==> config.mk <==
export PLATFORM = sky130hd
export DESIGN_NAME = neopixel_frame_writer_flat
export DESIGN_NICKNAME = d
export VERILOG_FILES = /design/src/rtl/neopixel_pkg.sv /design/src/rtl/neopixel_frame_writer_if.sv /design/src/rtl/neopixel_hue_wheel.sv /design/src/rtl/neopixel_frame_writer.sv /design/src/flat_wrapper.sv
export SDC_FILE = /design/constraint.sdc
export NUM_CORES = 1
export LEC_CHECK = 0
export ABC_AREA = 1
export CAP_MARGIN = 20
export CORE_MARGIN = 1
export CORE_UTILIZATION = 35
export CTS_CLUSTER_SIZE = 24
export DETAILED_ROUTE_END_ITERATION = 8
export GPL_ROUTABILITY_DRIVEN = 0
export GPL_TIMING_DRIVEN = 0
export SLEW_MARGIN = 20
export SYNTH_ARGS = -nofsm -noshare
export SYNTH_HDL_FRONTEND = slang
export SYNTH_SLANG_ARGS = --single-unit
==> constraint.sdc <==
create_clock -name clock -period 5.5 [get_ports clock]
set_input_delay 1.1 -clock clock [delete_from_list [all_inputs] [get_ports clock]]
set_output_delay 1.1 -clock clock [all_outputs]
set_load 0.005 [all_outputs]
==> src/rtl/neopixel_pkg.sv <==
// Shared definitions for the neopixel frame writer.
//   - Bit positions of the G, R and B bytes inside the 32-bit driver data word
//   - Hue sector boundaries of the colour wheel
//   - FSM state encoding
//   - pack_grb(): assembles the {8'h00, G, R, B} driver word
package neopixel_pkg;

  localparam int GRB_G_LSB = 16;
  localparam int GRB_R_LSB = 8;
  localparam int GRB_B_LSB = 0;

  localparam logic [7:0] HUE_SECTOR_1 = 8'd85;
  localparam logic [7:0] HUE_SECTOR_2 = 8'd170;

  typedef enum logic [1:0] {
    ST_IDLE  = 2'd0,
    ST_LOAD  = 2'd1,
    ST_WRITE = 2'd2,
    ST_DONE  = 2'd3
  } state_t;

  function automatic logic [31:0] pack_grb(input logic [7:0] g,
                                           input logic [7:0] r,
                                           input logic [7:0] b);
    logic [31:0] w;
    w = '0;
    w[GRB_G_LSB +: 8] = g;
    w[GRB_R_LSB +: 8] = r;
    w[GRB_B_LSB +: 8] = b;
    return w;
  endfunction

endpackage

==> src/rtl/neopixel_frame_writer_if.sv <==
// Control write port between the frame writer (master) and the neopixel
// driver (slave).
//   ctrl_clock  forwarded clock
//   ctrl_reset  active-high reset to the driver
//   write_en    write request, held until accepted
//   address     pixel index
//   write_data  {8'h00, G, R, B}
//   read_data   driver read data (reserved)
//   ready       driver accepts a write this cycle
interface neopixel_frame_writer_if;
  logic        ctrl_clock;
  logic        ctrl_reset;
  logic        write_en;
  logic [31:0] address;
  logic [31:0] write_data;
  logic [31:0] read_data;
  logic        ready;

  modport master (
    output ctrl_clock, ctrl_reset, write_en, address, write_data,
    input  read_data, ready
  );

  modport slave (
    input  ctrl_clock, ctrl_reset, write_en, address, write_data,
    output read_data, ready
  );
endinterface

==> src/rtl/neopixel_hue_wheel.sv <==
// Combinational colour wheel: 8-bit hue -> 24-bit GRB.
//   hue  in   8   hue angle, 0..255
//   grb  out  24  G [23:16], R [15:8], B [7:0]
// Three linear sectors; arithmetic is 10 bits wide and truncated to 8, so
// hue 255 lands on R=255, B=0 without wrapping.
module neopixel_hue_wheel
  import neopixel_pkg::*;
(
  input  logic [7:0]  hue,
  output logic [23:0] grb
);

  logic [9:0] h10;
  logic [9:0] t;
  logic [7:0] r, g, b;

  always_comb begin
    h10 = {2'b00, hue};
    t   = '0;
    r   = '0;
    g   = '0;
    b   = '0;
    if (hue < HUE_SECTOR_1) begin
      t = 10'd3 * h10;
      r = 8'(10'd255 - t);
      g = t[7:0];
    end else if (hue < HUE_SECTOR_2) begin
      t = 10'd3 * (h10 - {2'b00, HUE_SECTOR_1});
      g = 8'(10'd255 - t);
      b = t[7:0];
    end else begin
      t = 10'd3 * (h10 - {2'b00, HUE_SECTOR_2});
      r = t[7:0];
      b = 8'(10'd255 - t);
    end
  end

  always_comb begin
    grb = '0;
    grb[GRB_G_LSB +: 8] = g;
    grb[GRB_R_LSB +: 8] = r;
    grb[GRB_B_LSB +: 8] = b;
  end

endmodule

==> src/rtl/neopixel_frame_writer.sv <==
// Autonomous colour-wheel pattern source for the neopixel driver. Every
// C_RATE clocks (when enabled) it writes one GRB word per pixel to addresses
// 0..C_PIXELS-1, then advances the base hue by one.
//   clock        in   single clock, forwarded as ctrl.ctrl_clock
//   reset_n      in   asynchronous active-low reset
//   enable       in   1 = frame ticks start frames
//   brightness   in   [7:0] channel scale (only with NEOPIXEL_BRIGHTNESS_EN)
//   ctrl         master modport of neopixel_frame_writer_if
//   frame_count  out  [15:0] completed frames, wrapping
//   overrun      out  sticky: tick arrived while a frame was in progress
// Optional feature macro: NEOPIXEL_BRIGHTNESS_EN adds the brightness input
// and scales each channel by (brightness+1)/256 at the LOAD stage.
module neopixel_frame_writer
  import neopixel_pkg::*;
#(
  parameter int C_PIXELS   = 12,
  parameter int C_RATE     = 33000000,
  parameter int C_HUE_STEP = 21
) (
  input  logic                    clock,
  input  logic                    reset_n,
  input  logic                    enable,
`ifdef NEOPIXEL_BRIGHTNESS_EN
  input  logic [7:0]              brightness,
`endif
  neopixel_frame_writer_if.master ctrl,
  output logic [15:0]             frame_count,
  output logic                    overrun
);

  localparam int               CNT_W     = $clog2(C_RATE);
  localparam logic [CNT_W-1:0] RATE_LAST = CNT_W'(C_RATE - 1);
  localparam logic [7:0]       PIX_LAST  = 8'(C_PIXELS - 1);
  localparam logic [7:0]       HUE_STEP  = 8'(C_HUE_STEP);

  state_t           state, state_nxt;
  logic [CNT_W-1:0] rate_cnt;
  logic             tick;
  logic             transfer;
  logic [7:0]       idx;
  logic [7:0]       pix_hue;
  logic [7:0]       base_hue;
  logic [23:0]      wheel_grb;
  logic [7:0]       g_c, r_c, b_c;
  logic [31:0]      address_q;
  logic [31:0]      data_q;
  logic             unused_read;

  assign unused_read = ^ctrl.read_data;

  // Free-running frame rate counter
  always_ff @(posedge clock or negedge reset_n) begin
    if (!reset_n)  rate_cnt <= '0;
    else if (tick) rate_cnt <= '0;
    else           rate_cnt <= rate_cnt + CNT_W'(1);
  end

  assign tick     = (rate_cnt == RATE_LAST);
  assign transfer = (state == ST_WRITE) && ctrl.ready;

  // Colour for the current pixel; pix_hue tracks base_hue + idx*C_HUE_STEP
  // incrementally so no multiplier is needed.
  neopixel_hue_wheel u_wheel (
    .hue (pix_hue),
    .grb (wheel_grb)
  );

`ifdef NEOPIXEL_BRIGHTNESS_EN
  function automatic logic [7:0] scale(input logic [7:0] c, input logic [7:0] lvl);
    logic [15:0] p;
    p = 16'(c) * (16'(lvl) + 16'd1);
    return p[15:8];
  endfunction

  assign g_c = scale(wheel_grb[GRB_G_LSB +: 8], brightness);
  assign r_c = scale(wheel_grb[GRB_R_LSB +: 8], brightness);
  assign b_c = scale(wheel_grb[GRB_B_LSB +: 8], brightness);
`else
  assign g_c = wheel_grb[GRB_G_LSB +: 8];
  assign r_c = wheel_grb[GRB_R_LSB +: 8];
  assign b_c = wheel_grb[GRB_B_LSB +: 8];
`endif

  // FSM state register
  always_ff @(posedge clock or negedge reset_n) begin
    if (!reset_n) state <= ST_IDLE;
    else          state <= state_nxt;
  end

  // FSM next state
  always_comb begin
    state_nxt = state;
    case (state)
      ST_IDLE:  if (tick && enable) state_nxt = ST_LOAD;
      ST_LOAD:  state_nxt = ST_WRITE;
      ST_WRITE: if (transfer) state_nxt = (idx == PIX_LAST) ? ST_DONE : ST_LOAD;
      ST_DONE:  state_nxt = ST_IDLE;
      default:  state_nxt = ST_IDLE;
    endcase
  end

  // FSM outputs: the request is live for exactly the WRITE state, so a
  // reset drops it immediately.
  always_comb begin
    ctrl.write_en = (state == ST_WRITE);
  end

  // Frame datapath and status
  always_ff @(posedge clock or negedge reset_n) begin
    if (!reset_n) begin
      idx         <= '0;
      pix_hue     <= '0;
      base_hue    <= '0;
      address_q   <= '0;
      data_q      <= '0;
      frame_count <= '0;
      overrun     <= 1'b0;
    end else begin
      if (tick && (state != ST_IDLE)) overrun <= 1'b1;
      case (state)
        ST_IDLE: begin
          if (tick && enable) begin
            idx     <= '0;
            pix_hue <= base_hue;
          end
        end
        ST_LOAD: begin
          address_q <= {24'h0, idx};
          data_q    <= pack_grb(g_c, r_c, b_c);
        end
        ST_WRITE: begin
          if (transfer && (idx != PIX_LAST)) begin
            idx     <= idx + 8'd1;
            pix_hue <= pix_hue + HUE_STEP;
          end
        end
        ST_DONE: begin
          base_hue    <= base_hue + 8'd1;
          frame_count <= frame_count + 16'd1;
        end
        default: ;
      endcase
    end
  end

  assign ctrl.ctrl_clock = clock;
  assign ctrl.ctrl_reset = ~reset_n;
  assign ctrl.address    = address_q;
  assign ctrl.write_data = data_q;

endmodule

==> src/flat_wrapper.sv <==
// flat-port wrapper written by rule: the top's interface ports become plain ports
module neopixel_frame_writer_flat import neopixel_pkg::*;
#(
  parameter int C_PIXELS   = 12,
  parameter int C_RATE     = 33000000,
  parameter int C_HUE_STEP = 21
)
  (clock, reset_n, enable, frame_count, overrun, ctrl_ctrl_clock, ctrl_ctrl_reset, ctrl_write_en, ctrl_address, ctrl_write_data, ctrl_read_data, ctrl_ready);
  neopixel_frame_writer_if ctrl_i ();
  input  logic clock;
  input  logic reset_n;
  input  logic enable;
  output logic [15:0] frame_count;
  output logic overrun;
  output wire logic [$bits(ctrl_i.ctrl_clock)-1:0] ctrl_ctrl_clock;
  output wire logic [$bits(ctrl_i.ctrl_reset)-1:0] ctrl_ctrl_reset;
  output wire logic [$bits(ctrl_i.write_en)-1:0] ctrl_write_en;
  output wire logic [$bits(ctrl_i.address)-1:0] ctrl_address;
  output wire logic [$bits(ctrl_i.write_data)-1:0] ctrl_write_data;
  input wire logic [$bits(ctrl_i.read_data)-1:0] ctrl_read_data;
  input wire logic [$bits(ctrl_i.ready)-1:0] ctrl_ready;
  assign ctrl_ctrl_clock = ctrl_i.ctrl_clock;
  assign ctrl_ctrl_reset = ctrl_i.ctrl_reset;
  assign ctrl_write_en = ctrl_i.write_en;
  assign ctrl_address = ctrl_i.address;
  assign ctrl_write_data = ctrl_i.write_data;
  assign ctrl_i.read_data = ctrl_read_data;
  assign ctrl_i.ready = ctrl_ready;
  neopixel_frame_writer #(.C_PIXELS(C_PIXELS), .C_RATE(C_RATE), .C_HUE_STEP(C_HUE_STEP)) u_core (.clock(clock), .reset_n(reset_n), .enable(enable), .ctrl(ctrl_i), .frame_count(frame_count), .overrun(overrun));
endmodule
==> impl_summary.log <==
INFO  metric grt_overflow = 0
INFO  metric drt_first_pass_iters = 6
INFO  metric timing_max_transition_violations_final = 0
INFO  metric first_global_vias = 5008
INFO  metric detailedRoute.firstIterationViolations = 226
INFO  metric worst_hold_path.num_cells = 1
INFO  metric clock_insertion_delay_worst_skew = 460 ps
INFO  metric min-delay-path-class = reg2reg
INFO  metric global_route_wire_length_before_repair = 25300 um
INFO  metric die-width = 138 um
INFO  metric worst_hold_slack = 473 ps
INFO  metric timing.final.hold_violations = 0
INFO  metric grt.total_usage = 16.8%
INFO  metric status = complete, but fails checks
INFO  metric drt_wl_total = 15500 um
INFO  metric critPathKind = clk2out
INFO  metric p_per_area = 353 mW/mm^2
INFO  metric cts_hold_buffers = 0
INFO  metric netlist.area_leader.share = 38.5%
INFO  metric r2r_slack = 2510 ps
INFO  metric syn_inst = 836
INFO  metric sequential_share_of_the_synthesized_area = 38.5%
INFO  metric worstReg2RegStart = u_core.pix_hue[1]
INFO  metric timing.critical_path.fanout_max = 2
INFO  metric worst-r2r-cell-count = 16
INFO  metric cts_resized = 0
INFO  metric synth_cell_type_count = 49
INFO  metric min_to = u_core.base_hue[7]
INFO  metric io_pins = 120
INFO  metric grt_setup_unrepaired = no
INFO  metric post_cts.repair.setup_buffers = 0
INFO  metric worst-endpoint-required = 4400 ps
INFO  metric crit_chain = clkbuf_16, clkbuf_16, buf_4, clkdlybuf4s50_1
INFO  metric grt_max_degree = 69
INFO  metric cp_slowest_stage_delay = 430 ps
INFO  metric initial_utilization = 36.0%
INFO  metric core_area = 0.0181 sq mm
INFO  metric worst_setup_hold_path_clk_slew = 70 ps
INFO  metric design_power_total = 2.78 mW
INFO  metric layout.cells.most_common = nand2_1
INFO  metric finalNetCount = 1007
INFO  metric instances_no_fill = 1169
INFO  metric worst_slew_margin_rel = 52.5%
INFO  metric placed_cells = 1152
INFO  metric antenna_left = 0
INFO  metric report.final.setup_viol = 0
INFO  metric tritoncts = done
INFO  metric diodes = 0
INFO  metric clock_skew = 7.86 ps
INFO  metric mappedNetlistArea = 0.00650 sq mm
INFO  metric drt_drc_violations_left = 10
INFO  metric synth.area.top_cells = dfrtp_1 38%, nand2_1 13%, ha_1 6.2%, nand3_1 5.2%, inv_1 5.0%
INFO  metric dpl.hpwl = 11800 um
INFO  metric synthesis.area_per_instance = 7.78 sq um
INFO  metric fp.dieArea = 0.0191 sq mm
INFO  metric via_per_inst = 4.66
INFO  metric yosysWarnings = 0
INFO  metric violations = DRC
INFO  metric launch_point_of_the_worst_hold_path = u_core.base_hue[7]
INFO  metric placement_rows = 49
INFO  metric rr_endpoint = u_core.ctrl.write_data[7]
INFO  metric worstPathArrival = 3540 ps
INFO  metric antenna_found_initial = 0
INFO  metric io_buffers = 55
INFO  metric cap_viol_max_count = 0
INFO  metric endpoint_kind = output pin
INFO  metric max_slew.worst_pin.slew = 706 ps
INFO  metric critical_path.slowest_cell = clkdlybuf4s50_1
INFO  metric crit_top_cell = clkbuf_16
INFO  metric leakage_component_of_the_power = 3.95 nW
INFO  metric num_vias = 5443
INFO  metric finish.utilization = 43.5%
INFO  metric setup.worst_path.start_class = clock port
INFO  metric synth_top_cell_by_area = dfrtp_1
INFO  metric max-vdd-ir-drop = 0.000170 V
INFO  metric area.growth.synth_to_final = 21.1%
INFO  metric layout.cells.most_common_list = 228 x nand2_1, 100 x dfrtp_1, 86 x inv_1
INFO  metric wl_per_cell = 13.2 um
INFO  metric fin_tns_setup = 0 ps
INFO  metric synth-seq-cells = 100
INFO  metric die_h = 138 um
INFO  metric layout-drive-gt1-share = 10.9%
[worst max-delay path, delay by kind of cell]
family                 cells  cell delay (ps)
buffers and inverters      4              800
[sequential cells by signal, summed over array words and instances, names as in the netlist]
register / flops
u_core.base_hue: 8
u_core.ctrl.address: 8
u_core.ctrl.write_data: 24
u_core.frame_count: 16
u_core.idx: 8
u_core.overrun: 1
u_core.pix_hue: 8
u_core.rate_cnt: 25
u_core.state: 2
[worst max path at each step]
stage / startpoint / end / slack [ps]
2_1_floorplan: clock / ctrl_ctrl_clock / 1540
3_3_place_gp: reset_n / ctrl_ctrl_reset / -1350
5_1_grt: clock / ctrl_ctrl_clock / 840
4_1_cts: clock / ctrl_ctrl_clock / 860
3_5_place_dp: clock / ctrl_ctrl_clock / 1120
6_report: clock / ctrl_ctrl_clock / 860
[cell usage after synthesis (all sizes together)]
cell    count
nand3b      1
a211oi      1
xnor2      13
nand3      73
a21oi      35
nor3b       1
nor4        9
or2         3
o21bai      1
a31o        1
nor3       18
nand4      16
clkbuf      9
o31ai       1
inv        97
a22oi       2
nor2       72
xor2       31
nand2     232
buf        38
o211ai      4
a21o        1
ha         32
conb        1
a31oi       5
fa          2
o21ba       1
dfrtp     100
o21a        3
a22o        2
o22ai       1
o21ai      30
[power by group]
group | switching, mW | internal (mW) | leakage, nW
logic | 0.606 | 0.443 | 2.41
clock network | 0.303 | 0.521 | 0.200
registers | 0.0908 | 0.816 | 1.34
[per-layer routing]
layer  global-route usage (%)  vias to the layer above  part of all wire (%)
li1                         -                     2832                     -
met1                     22.0                     2487                    47
met2                     26.7                      107                    47
met3                     4.16                       17                   4.3
met4                     6.51                        0                   1.7
met5                        0                        -                     0
[cell type report]
class	instances	area, sq um
Clock inverter	4	73.8
Multi-Input combinational cell	623	3430
Fill cell	1798	10200
Inverter	97	364
Clock buffer	14	324
Sequential cell	100	2500
Timing Repair Buffer	55	569
Tap cell	229	287
Buffer	47	320
[metrics by stage]
stage / cell area [sq um] / worst slack, ps
global route: 7880 / 844
global placement: 7460 / -1350
detailed placement: 7490 / 1120
finish: 7880 / 863
CTS: 7880 / 859
floorplan: 6620 / 1540
[cell families after synthesis]
family,count (synthesis),synth area share (%)
flip-flops,100,38.5
AO/OA/AOI/OAI,88,8.04
other,1,0.0576
AND/OR/NAND/NOR,425,30.2
adder cells (fa/ha/maj),34,6.77
XOR/XNOR,44,5.92
buffers and inverters,144,10.5
No activity file was read; power rests on OpenSTA's default activity.
